--- config.mk ---
export PLATFORM = sky130hd
export DESIGN_NAME = mpsoc_gpio_input_conditioner_flat
export DESIGN_NICKNAME = d
export VERILOG_FILES = /design/src/rtl/mpsoc_gpio_input_conditioner_if.sv /design/src/rtl/mpsoc_gpio_input_conditioner.sv /design/src/flat_wrapper.sv
export SDC_FILE = /design/constraint.sdc
export NUM_CORES = 1
export LEC_CHECK = 0
export ABC_CLOCK_PERIOD_IN_PS = 5200
export CAP_MARGIN = 10
export CORE_MARGIN = 2
export CORE_UTILIZATION = 60
export CTS_BUF_LIST = sky130_fd_sc_hd__clkbuf_2
export CTS_CLUSTER_SIZE = 25
export DETAILED_ROUTE_END_ITERATION = 10
export DONT_BUFFER_PORTS = 1
export PLACE_DENSITY_LB_ADDON = 0.08
export SETUP_SLACK_MARGIN = 0.3
export SLEW_MARGIN = 40
export SYNTH_ARGS = -nofsm -noshare
export SYNTH_HDL_FRONTEND = slang
export SYNTH_SLANG_ARGS = --single-unit
--- constraint.sdc ---
create_clock -name PCLK -period 5.2 [get_ports PCLK]
set_clock_uncertainty 0.15 [all_clocks]
set_input_delay 0.78 -clock PCLK [delete_from_list [all_inputs] [get_ports PCLK]]
set_output_delay 0.78 -clock PCLK [all_outputs]
set_load 0.02 [all_outputs]
--- src/rtl/mpsoc_gpio_input_conditioner_if.sv ---
// Pad-side bundle for the GPIO input conditioner: configuration and raw pads
// in, filtered level and edge pulses out.
interface mpsoc_gpio_input_conditioner_if #(
    parameter int PDATA_SIZE = 8,
    parameter int CNT_SIZE   = 16
);
    logic [CNT_SIZE-1:0]   cfg_thresh_i;
    logic [PDATA_SIZE-1:0] cfg_en_i;
    logic [PDATA_SIZE-1:0] pad_i;
    logic [PDATA_SIZE-1:0] gpio_q;
    logic [PDATA_SIZE-1:0] rise_o;
    logic [PDATA_SIZE-1:0] fall_o;

    modport master (
        output cfg_thresh_i, cfg_en_i, pad_i,
        input  gpio_q, rise_o, fall_o
    );

    modport slave (
        input  cfg_thresh_i, cfg_en_i, pad_i,
        output gpio_q, rise_o, fall_o
    );
endinterface

--- src/rtl/mpsoc_gpio_input_conditioner.sv ---
// GPIO pad input conditioner: per-bit synchroniser, debounce filter with a
// shared stability threshold, and registered rise/fall pulses. The filtered
// level feeds mpsoc_apb4_gpio.gpio_i.
module mpsoc_gpio_input_conditioner #(
    parameter int PDATA_SIZE = 8,
    parameter int SYNC_DEPTH = 3,
    parameter int CNT_SIZE   = 16
) (
    input  logic PCLK,
    input  logic PRESETn,
    mpsoc_gpio_input_conditioner_if.slave bus
);
    localparam logic [CNT_SIZE-1:0] CNT_ONE = CNT_SIZE'(1);

    logic [PDATA_SIZE-1:0] r_sync [SYNC_DEPTH];
    logic [PDATA_SIZE-1:0] r_gpio_q;
    logic [PDATA_SIZE-1:0] r_rise;
    logic [PDATA_SIZE-1:0] r_fall;
    logic [CNT_SIZE-1:0]   r_cnt [PDATA_SIZE];

    logic [PDATA_SIZE-1:0] w_s;
    logic [PDATA_SIZE-1:0] w_gpio_nxt;
    logic [CNT_SIZE-1:0]   w_cnt_nxt [PDATA_SIZE];

    assign w_s = r_sync[SYNC_DEPTH-1];

    // Synchroniser chain: flop-to-flop only, nothing between stages.
    always_ff @(posedge PCLK or negedge PRESETn) begin
        if (!PRESETn) begin
            for (int k = 0; k < SYNC_DEPTH; k++) r_sync[k] <= '0;
        end else begin
            r_sync[0] <= bus.pad_i;
            for (int k = 1; k < SYNC_DEPTH; k++) r_sync[k] <= r_sync[k-1];
        end
    end

    // Per-bit debounce decision. The count saturates at the threshold because
    // reaching it forces a commit, so no wrap even at the all-ones threshold.
    always_comb begin
        w_gpio_nxt = r_gpio_q;
        for (int i = 0; i < PDATA_SIZE; i++) begin
            w_cnt_nxt[i] = '0;
            if (!bus.cfg_en_i[i]) begin
                w_gpio_nxt[i] = w_s[i];
            end else if (w_s[i] != r_gpio_q[i]) begin
                if (r_cnt[i] >= bus.cfg_thresh_i) begin
                    w_gpio_nxt[i] = w_s[i];
                end else begin
                    w_cnt_nxt[i] = r_cnt[i] + CNT_ONE;
                end
            end
        end
    end

    // Filtered level, counters and one-cycle edge pulses; reset emits no pulse.
    always_ff @(posedge PCLK or negedge PRESETn) begin
        if (!PRESETn) begin
            r_gpio_q <= '0;
            r_rise   <= '0;
            r_fall   <= '0;
            for (int i = 0; i < PDATA_SIZE; i++) r_cnt[i] <= '0;
        end else begin
            r_gpio_q <= w_gpio_nxt;
            r_rise   <= w_gpio_nxt & ~r_gpio_q;
            r_fall   <= ~w_gpio_nxt & r_gpio_q;
            for (int i = 0; i < PDATA_SIZE; i++) r_cnt[i] <= w_cnt_nxt[i];
        end
    end

    assign bus.gpio_q = r_gpio_q;
    assign bus.rise_o = r_rise;
    assign bus.fall_o = r_fall;

endmodule

--- src/flat_wrapper.sv ---
// flat-port wrapper written by rule: the top's interface ports become plain ports
module mpsoc_gpio_input_conditioner_flat 
#(
    parameter int PDATA_SIZE = 8,
    parameter int SYNC_DEPTH = 3,
    parameter int CNT_SIZE   = 16
)
  (PCLK, PRESETn, bus_cfg_thresh_i, bus_cfg_en_i, bus_pad_i, bus_gpio_q, bus_rise_o, bus_fall_o);
  mpsoc_gpio_input_conditioner_if #(.PDATA_SIZE(PDATA_SIZE), .CNT_SIZE(CNT_SIZE)) bus_i ();
  input  logic PCLK;
  input  logic PRESETn;
  input wire logic [$bits(bus_i.cfg_thresh_i)-1:0] bus_cfg_thresh_i;
  input wire logic [$bits(bus_i.cfg_en_i)-1:0] bus_cfg_en_i;
  input wire logic [$bits(bus_i.pad_i)-1:0] bus_pad_i;
  output wire logic [$bits(bus_i.gpio_q)-1:0] bus_gpio_q;
  output wire logic [$bits(bus_i.rise_o)-1:0] bus_rise_o;
  output wire logic [$bits(bus_i.fall_o)-1:0] bus_fall_o;
  assign bus_i.cfg_thresh_i = bus_cfg_thresh_i;
  assign bus_i.cfg_en_i = bus_cfg_en_i;
  assign bus_i.pad_i = bus_pad_i;
  assign bus_gpio_q = bus_i.gpio_q;
  assign bus_rise_o = bus_i.rise_o;
  assign bus_fall_o = bus_i.fall_o;
  mpsoc_gpio_input_conditioner #(.PDATA_SIZE(PDATA_SIZE), .SYNC_DEPTH(SYNC_DEPTH), .CNT_SIZE(CNT_SIZE)) u_core (.PCLK(PCLK), .PRESETn(PRESETn), .bus(bus_i));
endmodule
# Word-level counts from Yosys, hierarchy flattened
# Cells that the tools add are included.
# Widths: inputs -> output; s select.
[word_totals]
regBits = 176
in_bits = 34
elab_cells = 90
output_inout_bits = 24
[op_classes]
n_eq_ne = 8
mux = 48
addsub = 8
n_bitwise = 4
magnitude_cmp = 8
[op_table]
columns = ["cell", "count"]
rows = [
  ["$mux 16", 24],
  ["$add 16x1->16 const B", 8],
  ["$ge 16x16->1", 8],
  ["$mux 1", 24],
  ["$and 8x8->8", 2],
  ["$not 8->8", 2],
  ["$ne 1x1->1", 8],
]

# Longest topological paths before layout
[depth]
word_depth = 6
mapped_depth = 9

# Worst setup path after synthesis
# Ideal clock, no wire load.
[synth_timing]
kind = "input to register"
from = "input port bus_cfg_thresh_i[6]"
to = "register u_core.r_gpio_q[1] (netlist: u_core.bus.gpio_q[1])"
setup_time_ps = 125
arrival_time_ps = 2545
path_slack_ps = 2380
cell_stages = 7
path_cell_list = "inv_1 ha_1 a41oi_1 o21ai_0 a2111oi_0 and2_1 mux2_2"
[synth_between]
elab_chain_cells = 4
[synth_rtl]
columns = ["item", "line_no", "text"]
rows = [
  ["start: declaration", "flat_wrapper.sv:12", "input wire logic [$bits(bus_i.cfg_thresh_i)-1:0] bus_cfg_thresh_i;"],
  ["$ge 16x16->1", "mpsoc_gpio_input_conditioner.sv:46", "if (r_cnt[i] >= bus.cfg_thresh_i) begin"],
  ["$mux 1", "mpsoc_gpio_input_conditioner.sv:46", ""],
  ["$mux 1", "mpsoc_gpio_input_conditioner.sv:45", "end else if (w_s[i] != r_gpio_q[i]) begin"],
  ["$mux 1", "mpsoc_gpio_input_conditioner.sv:43", "if (!bus.cfg_en_i[i]) begin"],
  ["named net u_core.w_gpio_nxt[1]", "mpsoc_gpio_input_conditioner.sv:22", "logic [PDATA_SIZE-1:0] w_gpio_nxt;"],
  ["end signal: assignment", "mpsoc_gpio_input_conditioner.sv:63", "r_gpio_q <= w_gpio_nxt;"],
  ["end: declaration", "mpsoc_gpio_input_conditioner.sv:16", "logic [PDATA_SIZE-1:0] r_gpio_q;"],
]
# The timed path passes the listed nets, and every way through them passes these cells.

==> flow_summary.toml <==
[job]
drv_cap = 0

[clocking]
clock_sinks = 176
numCtsBuffers = 17
clockBufferDepth = 2
cts_root_buf = "clkbuf_2"
cts.clk_slew.worst_paths_ps = 260
insertion_delay_ps = 740
htree_num_levels = 4
cts_tree = "yes"

[pwr]
p_leak_uw = 0.00506
powerDensity_mw_per_mm2 = 219
ir_drop_mv = 0.221

[synthesis]
syn_avg_cell_area_um2 = 10.0
synth_area_mm2 = 0.0102
synth.mux.area_fraction = 0.00885
syn-num-nets = 1184
synth-adder-area-share = 0.167
synth-main-ff-cell = "dfrtp_1"
synth-compound-area-share = 0.0601
synth_top_cell_by_area = "dfrtp_1"
synth.distinct_cells = 45
synthXorXnorAreaFrac = 0.102
yosys.area_share.simple = 0.202
yosys-top-cells-area = "dfrtp_1, ha_1, xor2_1"
synth_edf_count = 0
ys_seq_area_frac = 0.433
synth_top_family_by_area = "simple AND/OR/NAND/NOR gates"
yosysTopAreaCellShare = 0.433
ys_seq_elements = 176
async_flop_share = 1.00
syn_inst = 1014
ys_warn_count = 0

[sta]
finalHoldViolCount = 0
timing.hold.ws_ps = 221
rsz0062_at_grt = "no"
relSlewSlack = 0.518
finalSetupTns_ps = 0
setup_viol = 0
worst_pin_slew_ps = 705
worst_slack_ps = 2430
clock.fmax_ghz = 0.361
slew_viol_final = 0
fin_crit_ps = 2770
post-route-period-util = 0.532

[routing]
vias = 7270
routedWlPerCell_um = 17.3
drt-initial-drc-count = 491
ant_nets = 0
viasPerCell = 5.75
first_pass_iters = 5
wl_um = 21800
drc_errors = 0

[min_path]
hold_path_class = "flip-flop to flip-flop"

[global_route]
grt_pass1_wl_um = 36100
grt.total_usage = 0.256
grt_pass1_vias = 7112
grt_start_max_net_pins = 177
grt-ovfl-total = 0
antenna_found_initial = 1

[layout]
finalNonFillerCells = 1265
fin_area_mm2 = 0.0107
nets = 1201
final_common_cell = "dfrtp_1"
area_growth_syn_to_layout_pct = 5.35
final_cell_mix = "dfrtp_1, nor2_1, ha_1, xor2_1, nand2_1"
drive_gt1_frac = 0.0421

[critical_path]
cp-end-kind = "flip-flop"
cp_max_fo = 15
worst_setup_path_start_kind = "input pin"
max_stage_delay_ps = 700
arrival_ps = 3260
required_ps = 5700
cp_cell_sequence = "inv_1 -> ha_1 -> a21oi_1 -> o21ai_0 -> a2111oi_0 -> nand4_1 -> nor2_1"
crit_type = "input pin to flip-flop"
cpMaxStageDelayCell = "nand4_1"

[die]
io_pins = 58
die_area_mm2 = 0.0180
rows = 47
fp.dieW_um = 134
fp.dieH_um = 134
start_util = 0.614
coreArea_mm2 = 0.0166

[placement]
dp_cells = 1221
port_buffers = 0
place.gp.congestion = 0.849
dp_slack_ps = 1700
dp_hpwl_um = 14800
place_area_mm2 = 0.0104

[outcome]
status = "finished clean"
metrics by stage:
step | power [µW] | util
after CTS | 2370 | 0.645
after global routing | 2470 | 0.647
final | 2350 | 0.647
after global placement | 1670 | 0.625
after detailed placement | 1680 | 0.625
after floorplan | 1620 | -
final cells by class:
class / instances / area [µm²]
antenna: 1 / 2.50
clock buffer: 19 / 95.1
multi-input combinational: 777 / 5500
sequential: 176 / 4400
tap: 220 / 275
fill: 1372 / 5860
inverter: 48 / 180
timing repair buffer: 11 / 145
clock inverter: 13 / 115
synth_stat cells, drive strengths merged, types with 2 or more instances:
master / count
or3: 2
mux2: 8
or2: 2
nor2: 149
o21ai: 25
a41o: 2
nor2b: 6
a211oi: 4
clkbuf: 6
nor3b: 18
and3: 29
nand3: 57
o21a: 2
ha: 136
buf: 7
xnor2: 44
inv: 48
a21oi: 32
nand4: 41
a21o: 5
xor2: 75
a31oi: 6
nand2: 62
and4: 11
nor3: 24
a221o: 2
a2111oi: 4
a41oi: 2
and2: 3
nand2b: 11
dfrtp: 176
a2111o: 5
or3b: 2
critical path: cells and delay by family:
kind,cells,cell delay [ps]
simple gates,2,1010
buf+inv,1,390
compound gates,3,730
fa+ha+maj,1,340
worst paths after layout:
kind	end	cells past startpoint	startpoint	slack [ps]
max	u_core.r_cnt[58]	7	bus_cfg_thresh_i[9]	2430
min	u_core.w_s[4]	0	u_core.r_sync[12]	220
max reg2reg	u_core.r_cnt[58]	6	u_core.r_cnt[59]	2440
min reg2reg	u_core.w_s[4]	0	u_core.r_sync[12]	220
max in group asynchronous	u_core.r_cnt[72]	3	PRESETn	3640
min in group asynchronous	u_core.w_s[3]	2	PRESETn	430
flip-flops by register name, summed over array words and instances, names as in the netlist:
name,count
u_core.bus.rise_o,8
u_core.bus.gpio_q,8
u_core.bus.fall_o,8
u_core.w_s,8
u_core.r_sync,16
u_core.r_cnt,128
layer usage:
metal | global-route usage | share of wire
met4 | 0.0661 | 0.015
met1 | 0.367 | 0.47
met3 | 0.0529 | 0.045
met2 | 0.401 | 0.47
met5 | 0 | 0
cells by family (layout without fill, tap and decap cells):
group                      after synthesis  count (layout)
and+or+nand+nor                        419             419
adders and majority gates              136             136
DFF                                    176             176
xor gates and xnor gates               119             119
other                                    0               1
AOI/OAI and AO/OA                       95              95
buffers and inverters                   61              91
muxes                                    8               8
timing repair:
item	CTS	global route
hold endpoints to repair	184	0
hold buffers	10	0
setup buffers	0	0
gates resized for setup	0	0
power by group:
| part | internal (µW) | switching [µW] | total, µW |
|---|---|---|---|
| Sequential | 1400 | 51.0 | 1460 |
| Combinational | 82.5 | 154 | 236 |
| Clock | 177 | 480 | 657 |
| Total | 1660 | 684 | 2350 |
No activity file was read; power rests on OpenSTA's default activity.
